===== src/rtl/register_bank_pkg.sv =====
// Shared address-map helpers and byte-merge for register_bank.
package register_bank_pkg;

  localparam int BYTE_W = 8;
  localparam int MAX_DW = 256;
  localparam int MAX_BE = MAX_DW / BYTE_W;

  function automatic int rw_addr(int num_ro, int idx);
    return num_ro + idx;
  endfunction

  function automatic int status_addr(int num_ro, int num_rw);
    return num_ro + num_rw;
  endfunction

  function automatic int mask_addr(int num_ro, int num_rw);
    return status_addr(num_ro, num_rw) + 1;
  endfunction

  // Width-agnostic: callers zero-extend into MAX_DW and truncate the result back.
  function automatic logic [MAX_DW-1:0] byte_merge(logic [MAX_DW-1:0] old_w,
                                                    logic [MAX_DW-1:0] new_w,
                                                    logic [MAX_BE-1:0] byte_en);
    logic [MAX_DW-1:0] r;
    r = old_w;
    for (int b = 0; b < MAX_BE; b++)
      if (byte_en[b]) r[b*BYTE_W +: BYTE_W] = new_w[b*BYTE_W +: BYTE_W];
    return r;
  endfunction

endpackage


===== src/rtl/register_bank_event_status.sv =====
// Sticky event-status bits: rising-edge set, write-1-to-clear, set beats clear.
module register_bank_event_status
  import register_bank_pkg::*;
#(
  parameter int NUM_EVENTS = 8
) (
  input  logic                  clk,
  input  logic                  rst,
  input  logic [NUM_EVENTS-1:0] events,
  input  logic [NUM_EVENTS-1:0] clr,
  output logic [NUM_EVENTS-1:0] status
);

  logic [NUM_EVENTS-1:0] hist_q, hist_d;
  logic [NUM_EVENTS-1:0] status_q, status_d;

  always_comb begin
    hist_d   = events;
    status_d = (status_q & ~clr) | (events & ~hist_q);
  end

  // History clears with reset so a level already high counts as an edge afterwards.
  always_ff @(posedge clk) begin
    if (rst) begin
      hist_q   <= '0;
      status_q <= '0;
    end else begin
      hist_q   <= hist_d;
      status_q <= status_d;
    end
  end

  assign status = status_q;

endmodule


===== src/rtl/register_bank.sv =====
// Parametrised memory-mapped register bank: RO inputs, RW outputs with strobes, W1C event status.
// Optional mask register and interrupt output enabled by defining REGISTER_BANK_IRQ_EN.
module register_bank
  import register_bank_pkg::*;
#(
  parameter int DATA_WIDTH = 32,
  parameter int ADDR_WIDTH = 8,
  parameter int NUM_RO     = 4,
  parameter int NUM_RW     = 4,
  parameter int NUM_EVENTS = 8,
  parameter logic [NUM_RW*DATA_WIDTH-1:0] RW_RESET = '0
) (
  input  logic                         ipClk,
  input  logic                         ipReset,
  input  logic [NUM_RO*DATA_WIDTH-1:0] ipRdRegisters,
  output logic [NUM_RW*DATA_WIDTH-1:0] opWrRegisters,
  output logic [NUM_RW-1:0]            opWrStrobe,
  input  logic [NUM_EVENTS-1:0]        ipEvents,
  output logic                         opIrq,
  input  logic [ADDR_WIDTH-1:0]        ipAddress,
  input  logic [DATA_WIDTH-1:0]        ipWrData,
  input  logic [DATA_WIDTH/8-1:0]      ipWrByteEn,
  input  logic                         ipWrEnable,
  input  logic                         ipRdEnable,
  output logic [DATA_WIDTH-1:0]        opRdData,
  output logic                         opRdValid
);

  localparam logic [ADDR_WIDTH-1:0] STATUS_A = ADDR_WIDTH'(status_addr(NUM_RO, NUM_RW));
  localparam logic [ADDR_WIDTH-1:0] MASK_A   = ADDR_WIDTH'(mask_addr(NUM_RO, NUM_RW));

  logic reset_q;
  always_ff @(posedge ipClk) reset_q <= ipReset;

  logic wr_ok, rd_ok;
  assign wr_ok = ipWrEnable & ~reset_q;
  assign rd_ok = ipRdEnable & ~reset_q;

  logic [DATA_WIDTH-1:0] wmask;
  assign wmask = DATA_WIDTH'(byte_merge('0, '1, MAX_BE'(ipWrByteEn)));

  logic [NUM_RW-1:0][DATA_WIDTH-1:0] rw_q, rw_d;
  logic [NUM_RW-1:0]                 strobe_q, strobe_d;

  always_comb begin
    rw_d     = rw_q;
    strobe_d = '0;
    for (int i = 0; i < NUM_RW; i++) begin
      if (wr_ok && ipAddress == ADDR_WIDTH'(rw_addr(NUM_RO, i))) begin
        rw_d[i]     = DATA_WIDTH'(byte_merge(MAX_DW'(rw_q[i]), MAX_DW'(ipWrData),
                                             MAX_BE'(ipWrByteEn)));
        strobe_d[i] = 1'b1;
      end
    end
  end

  always_ff @(posedge ipClk) begin
    if (reset_q) begin
      rw_q     <= RW_RESET;
      strobe_q <= '0;
    end else begin
      rw_q     <= rw_d;
      strobe_q <= strobe_d;
    end
  end

  assign opWrRegisters = rw_q;
  assign opWrStrobe    = strobe_q;

  logic [NUM_EVENTS-1:0] status, status_clr;
  assign status_clr = (wr_ok && ipAddress == STATUS_A) ? NUM_EVENTS'(ipWrData & wmask) : '0;

  register_bank_event_status #(.NUM_EVENTS(NUM_EVENTS)) u_event_status (
    .clk    (ipClk),
    .rst    (reset_q),
    .events (ipEvents),
    .clr    (status_clr),
    .status (status)
  );

  logic [NUM_EVENTS-1:0] mask_rd;

`ifdef REGISTER_BANK_IRQ_EN
  logic [NUM_EVENTS-1:0] mask_q, mask_d;
  logic                  irq_q, irq_d;

  always_comb begin
    mask_d = mask_q;
    if (wr_ok && ipAddress == MASK_A)
      mask_d = NUM_EVENTS'(byte_merge(MAX_DW'(mask_q), MAX_DW'(ipWrData), MAX_BE'(ipWrByteEn)));
    irq_d = |(status & mask_q);
  end

  always_ff @(posedge ipClk) begin
    if (reset_q) begin
      mask_q <= '0;
      irq_q  <= 1'b0;
    end else begin
      mask_q <= mask_d;
      irq_q  <= irq_d;
    end
  end

  assign mask_rd = mask_q;
  assign opIrq   = irq_q;
`else
  assign mask_rd = '0;
  assign opIrq   = 1'b0;
`endif

  logic [DATA_WIDTH-1:0] rd_word, rd_data_q, rd_data_d;
  logic                  rd_valid_q, rd_valid_d;

  // Mux reads current register state, so a same-cycle write is not yet visible.
  always_comb begin
    rd_word = '0;
    for (int i = 0; i < NUM_RO; i++)
      if (ipAddress == ADDR_WIDTH'(i)) rd_word = ipRdRegisters[i*DATA_WIDTH +: DATA_WIDTH];
    for (int i = 0; i < NUM_RW; i++)
      if (ipAddress == ADDR_WIDTH'(rw_addr(NUM_RO, i))) rd_word = rw_q[i];
    if (ipAddress == STATUS_A) rd_word = DATA_WIDTH'(status);
    if (ipAddress == MASK_A)   rd_word = DATA_WIDTH'(mask_rd);
    rd_data_d  = rd_ok ? rd_word : rd_data_q;
    rd_valid_d = rd_ok;
  end

  always_ff @(posedge ipClk) begin
    if (reset_q) begin
      rd_data_q  <= '0;
      rd_valid_q <= 1'b0;
    end else begin
      rd_data_q  <= rd_data_d;
      rd_valid_q <= rd_valid_d;
    end
  end

  assign opRdData  = rd_data_q;
  assign opRdValid = rd_valid_q;

endmodule


===== config.mk =====
export PLATFORM = sky130hd
export DESIGN_NAME = register_bank
export DESIGN_NICKNAME = d
export VERILOG_FILES = /design/src/rtl/register_bank_pkg.sv /design/src/rtl/register_bank_event_status.sv /design/src/rtl/register_bank.sv
export SDC_FILE = /design/constraint.sdc
export NUM_CORES = 1
export LEC_CHECK = 0
export ABC_AREA = 1
export BUFFER_PORTS_ARGS = -buffer_cell sky130_fd_sc_hd__buf_2
export CAP_MARGIN = 20
export CORE_MARGIN = 10
export CORE_UTILIZATION = 44
export CTS_CLUSTER_SIZE = 40
export DETAILED_ROUTE_END_ITERATION = 10
export PLACE_DENSITY = 0.77
export SLEW_MARGIN = 5
export SYNTH_ARGS = -nofsm -noshare
export SYNTH_HDL_FRONTEND = slang
export SYNTH_SLANG_ARGS = --single-unit

===== constraint.sdc =====
create_clock -name ipClk -period 1.35 [get_ports ipClk]
set_input_delay 0.135 -clock ipClk [delete_from_list [all_inputs] [get_ports ipClk]]
set_output_delay 0.135 -clock ipClk [all_outputs]
set_load 0.05 [all_outputs]

==> results_dict.tcl, run 1 <==
set metrics [dict create \
    outcome "finished with violations" \
    violations "negative setup slack" \
    combPwrFrac_pct 9.4 \
    fin_crit_sh_pct 106 \
    peakVddDrop_v 0.000881 \
    p_sw_share_pct 25.7 \
    dr_total_vias 10777 \
    synthCells 1265 \
    leakage_nw 5.90 \
    met2_usage_pct 47.4 \
    p_seq_share_pct 45.5 \
    dieHeight_um 159 \
    grt-ovfl-total 0 \
    drtAntennaViolNets 0 \
    grt_pass1_wl_mm 55.8 \
    clkPwrFrac_pct 45.1 \
    first_global_vias 9867 \
    worst-slew-pin-transition_ps 708 \
    syn_area_per_cell_sq_um 6.73 \
    cts.clk_slew.worst_paths_ps 70 \
    yosysSeqAreaShare_pct 42.8 \
    die_x_um 159 \
    viasPerCell 5.49 \
    hold_violations 0 \
    critPathCaptureType "register" \
    fmax_ghz 0.696 \
    maxSlewViolCount 0 \
    ioPinCount 350 \
    startpoint_type "register" \
    layout_min_cycle_time_ps 1440 \
    initial_core_util_pct 45.1 \
    port-buffer-count 348 \
    coreArea_sq_mm 0.0189 \
    netSwitchingPower_mw 3.06 \
    rsz0062_at_grt "yes" \
    p_int_mw 8.86 \
    track_usage_pct 27.2 \
    cts_tree "yes" \
    slew_headroom_pct 52.8 \
    fin_skew_ps 8.98 \
    required_ps 1710 \
    gp_congestion 0.953 \
    netlist_area_sq_mm 0.00851 \
    rows 50 \
    wl_mm 39.0 \
    final_util_pct 70.1 \
    fillCellCount 1529 \
    grt_busiest_layer "met2" \
    p_per_area_mw_per_mm2 899 \
    stdcell_area_sq_mm 0.0133 \
    area_delta_synth_final_pct 55.6 \
    grt_max_degree 56 \
    arrival_ps 1790 \
    cts_root_buf "clkbuf_16" \
    placed_area_sq_mm 0.0111 \
    worst-path-max-fanout 5 \
    syn_nets 1449 \
    max_cap_viol_count 0 \
    fin_ws_ps -86.9 \
    firstDrtPassIters 6 \
    yosys_register_bits 182 \
    path_class "reg -> reg" \
    die_area_sq_mm 0.0253 \
    htreeDepth 4 \
    met1_usage_pct 32.1 \
    hpwl_mm 27.3 \
    drt-initial-drc-count 974 \
    cts_buffers 17 \
    yosys_warnings 0 \
    cts_buffer_depth 2 \
    hp-class "in -> reg" \
    worstSkewPairLatency_ps 430 \
    finalSetupViolCount 58 \
    numClockSinks 182 \
    drive_gt1_share_pct 40.7 \
    nets 1873 \
    antenna_found_initial 3 \
    route.detailed.drc 0 \
    wire_per_inst_um 19.9 \
    synth_cell_types 24 \
    grtUsageMet3_pct 6.51 \
    holdWs_ps 15.4 \
]
power by group through the flow:
stage,clock network [mW],logic [mW],registers (mW)
floorplan,0,0.329,5.57
global placement,0,0.838,5.55
detailed placement,0,0.849,5.55
CTS,5.41,0.923,5.42
global route,5.63,1.20,5.43
finish,5.37,1.12,5.43
per-layer routing:
metal | vias up | part of all wire (%)
li1 | 5009 | -
met5 | - | 0.041
met3 | 109 | 9.6
met1 | 4976 | 37
met4 | 2 | 3.4
met2 | 681 | 50
path summary, 6_finish.rpt:
| path | startpoint | endpoint | slack (ps) | depth (start not counted) |
|---|---|---|---|---|
| hold reg to reg | opWrRegisters[80] | opWrRegisters[80] | 460 | 2 |
| setup reg to reg | reset_q | opWrRegisters[22] | -90 | 8 |
| hold / removal | ipWrData[18] | opWrRegisters[18] | 20 | 3 |
| setup / recovery | reset_q | opWrRegisters[22] | -90 | 8 |
sequential cells by signal, summed over array words and instances, names as in the netlist:
name / flops
opWrStrobe: 4
opRdData: 32
opRdValid: 1
opWrRegisters: 128
reset_q: 1
u_event_status.hist_q: 8
u_event_status.status: 8
cell usage in the layout, fill, tap and decap left out, types with 2 or more instances in the layout:
cell / n
buf_2: 349
nand2_1: 216
dfxtp_1: 181
a21oi_1: 174
inv_1: 150
nor2_1: 105
nand3_1: 89
o21ai_2: 74
buf_4: 61
a21oi_2: 43
nand4_1: 39
buf_12: 22
clkbuf_16: 20
dlygate4sd3_1: 20
o21ai_1: 18
nand2_2: 17
nand3_2: 17
buf_6: 15
o21ai_0: 13
nand2_8: 11
nor2_4: 9
nand2_4: 9
inv_2: 7
nor2_2: 6
buf_8: 6
o21ai_4: 5
inv_6: 5
inv_8: 4
bufinv_16: 3
diode_2: 2
clkinvlp_4: 2
clkinv_4: 2
cells by family (layout without fill, tap and decap cells):
family / after synthesis / after routing / share of synthesized area (%)
AO/OA/AOI/OAI: 328 / 328 / 19.3
buffers and inverters: 232 / 669 / 10.8
flip-flops: 182 / 182 / 42.8
other: 1 / 3 / 0.0440
AND/OR/NAND/NOR: 522 / 522 / 27.0
cell type report:
class                      count  area (sq um)  share of cell area, %
multi-input combinational    851          4830                   36.4
antenna                        2          5.00                 0.0378
timing repair buffer         477          3210                   24.2
clock inverter                15           204                   1.54
inverter                     160           607                   4.58
clock buffer                  17           425                   3.21
tap                          260           325                   2.46
sequential                   182          3650                   27.5
per-stage QoR:
stage	TNS [ps]	total power [mW]	instances	setup WS [ps]
2_1_floorplan	0	5.89	1265	3.43
6_report	-1050	11.9	1964	-86.9
3_5_place_dp	-42350	6.40	1885	-321
4_1_cts	-124	11.8	1943	-20.1
3_3_place_gp	-38420	6.38	1885	-306
5_1_grt	-9260	12.2	1964	-131
synth_stat cells:
cell type / instances / area [sq um]
nand4_1: 39 / 244
nand3_1: 106 / 531
inv_2: 7 / 26.3
nand3_4: 1 / 17.5
nand4_2: 1 / 12.5
clkbuf_1: 32 / 120
o21a_1: 1 / 7.51
nand2_1: 245 / 920
conb_1: 1 / 3.75
buf_4: 2 / 15.0
o21ai_0: 106 / 531
inv_1: 152 / 571
a21oi_1: 217 / 1090
buf_1: 3 / 11.3
nor3_1: 1 / 5.00
o21ai_1: 4 / 20.0
nor2_4: 5 / 56.3
clkinv_1: 1 / 3.75
buf_2: 35 / 175
dfxtp_1: 182 / 3640
nor2_8: 1 / 20.0
nor2_2: 5 / 31.3
nand2_2: 8 / 50.1
nor2_1: 110 / 413
worst max-delay path, stage by stage, from the launching register on:
cell and delay [ps]:
dfxtp_4 380, inv_4 80, nand2_8 80, nor2_4 140, buf_6 140, buf_12 130
buf_6 120, nand3_1 100, a21oi_2 170
timing repair:
action                                  in CTS  in global routing
endpoints found under the hold margin       20                  0
gates resized for setup                     48                301
cloned                                       1                  8
endpoints found under the setup margin     151                152
pin swaps                                    3                 27
hold buffers                                20                  0
setup buffers                                5                 11
Power figures use the tool's default switching activity.
==> run 2: changes to the inputs <==
--- a/config.mk
+++ b/config.mk
@@ -5,7 +5,6 @@
 export SDC_FILE = /design/constraint.sdc
 export NUM_CORES = 1
 export LEC_CHECK = 0
-export ABC_AREA = 1
 export BUFFER_PORTS_ARGS = -buffer_cell sky130_fd_sc_hd__buf_2
 export CAP_MARGIN = 20
 export CORE_MARGIN = 10
==> results_dict.tcl, run 2 <==
set metrics [dict create \
    cts_buffers 17 \
    worstSkewPairLatency_ps 420 \
    muxShareOfSynthArea_pct 25.9 \
    synthCells 879 \
    route.detailed.drc 0 \
    peakVddDrop_v 0.000697 \
    syn_area_per_cell_sq_um 9.82 \
    first_global_vias 9323 \
    cts_buffer_depth 2 \
    critPathCaptureType "register" \
    synth_compound_area_share_pct 13.3 \
    power.total_mw 12.3 \
    largest_reg_flops 128 \
    syn_nets 1063 \
    async_reset_ff_share_pct 0 \
    gp_congestion 0.886 \
    fin_skew_ps 10.8 \
    nets 1487 \
    area_delta_synth_final_pct 49.1 \
    synth_top_area_share_pct 42.2 \
    grt-ovfl-total 0 \
    final_common_cell "buf_2" \
    synth_cell_types 44 \
    p_per_area_mw_per_mm2 952 \
    max_cap_viol_count 0 \
    path_class "in -> reg" \
    viasPerCell 5.58 \
    holdWs_ps 17.6 \
    ioPinCount 350 \
    cts_root_buf "clkbuf_16" \
    yosysSeqAreaShare_pct 42.2 \
    synth_top_area_cell "dfxtp_1" \
    worst-slew-pin-transition_ps 682 \
    cts.clk_slew.worst_paths_ps 70 \
    placed_cells 1507 \
    dieHeight_um 160 \
    wl_mm 35.6 \
    synth_area_leaders "dfxtp_1 42%, mux2i_1 17%, nor2_1 6.1%" \
    fin_ws_ps -265 \
    die_area_sq_mm 0.0256 \
    synth_top_family_by_area "multiplexers" \
    hold_violations 0 \
    hpwl_mm 26.3 \
    wire_per_inst_um 22.5 \
    placed_area_sq_mm 0.0113 \
    port-buffer-count 348 \
    drtAntennaViolNets 0 \
    layout_common_cells "342 x buf_2, 181 x dfxtp_1, 139 x mux2i_1" \
    numClockSinks 182 \
    rsz0062_at_grt "yes" \
    drive_gt1_share_pct 45.7 \
    synth_xor_area_share_pct 0 \
    fmax_ghz 0.619 \
    slew_headroom_pct 53.9 \
    yosys.area_share.simple_pct 14.9 \
    leakage_nw 6.03 \
    grt_pass1_wl_mm 53.8 \
    firstDrtPassIters 7 \
    yosys_warnings 0 \
    drt-initial-drc-count 474 \
    startpoint_type "primary input" \
    rows 51 \
    cts_tree "yes" \
    die_x_um 160 \
    r2r_slack_ps -250 \
    coreArea_sq_mm 0.0194 \
    maxSlewViolCount 0 \
    layout_min_cycle_time_ps 1610 \
    stdcell_count 1583 \
    outcome "finished with violations" \
    fin_crit_sh_pct 120 \
    required_ps 1640 \
    hp-class "in -> reg" \
    netlist_area_sq_mm 0.00863 \
    htreeDepth 4 \
    antenna_found_initial 2 \
    initial_core_util_pct 44.5 \
    final_util_pct 66.4 \
    stdcell_area_sq_mm 0.0129 \
    grt_max_degree 57 \
    worst-path-max-fanout 8 \
    dr_total_vias 8841 \
    yosys_register_bits 182 \
    synthFlopType "dfxtp_1" \
    track_usage_pct 26.4 \
    violations "negative setup slack" \
    synth_fa_ha_area_share_pct 0 \
    pre_cts_ws_ps -580 \
    tns_ps -22980 \
    netlist_top_cells_count "182 x dfxtp_1, 149 x mux2i_1, 140 x nor2_1" \
    synth_edf_count 0 \
    arrival_ps 1910 \
    finalSetupViolCount 168 \
    synth_most_common_cell "dfxtp_1" \
]
==> run 2: repair_timing <==
item / in CTS / in global routing
pin swaps: 22 / 28
endpoints found under the setup margin: 169 / 168
cloned: 4 / 0
gates resized for setup: 100 / 53
setup buffers: 12 / 3
hold buffers: 24 / 0
endpoints found under the hold margin: 55 / 0
==> run 2: cell families after synthesis <==
logic type | after synthesis
other cells | 1
simple gates | 251
buf+inv | 78
mux | 193
flops | 182
compound gates | 174
==> run 2: power breakdown <==
group | leakage, nW | switching (mW) | internal (mW)
logic | 4.25 | 0.832 | 0.748
clock network | 0.302 | 2.28 | 2.96
registers | 1.47 | 0.0307 | 5.42
total | 6.03 | 3.14 | 9.12
==> run 2: worst max-delay path, cell delays in order <==
cell and delay (ps):
buf_6 90, or4_4 600, buf_6 160, or4b_4 640, mux2i_1 210, nor2_1 60
==> run 2: final cells by class <==
class                      instances  area (sq um)
fill                            1525          6530
sequential                       182          3650
timing repair buffer             474          3200
clock inverter                    12           160
antenna                            2          5.00
tap                              265           332
clock buffer                      20           467
multi-input combinational        619          5030
inverter                           9          33.8
==> run 2: final timing paths <==
| path | depth (start not counted) | from | endpoint |
|---|---|---|---|
| worst max-delay path | 6 | ipAddress[6] | opWrRegisters[28] |
| worst min-delay path | 3 | ipWrData[20] | opWrRegisters[116] |
| worst max register to register | 4 | reset_q | opWrRegisters[28] |
| worst min register to register | 2 | opRdData[23] | opRdData[23] |
==> run 2: metal layers <==
layer | GRT usage, % | routed length (um)
met2 | 46.6 | 17700
met1 | 28.6 | 13300
met4 | 10.7 | 1460
met5 | 0 | 0
met3 | 8.28 | 3160
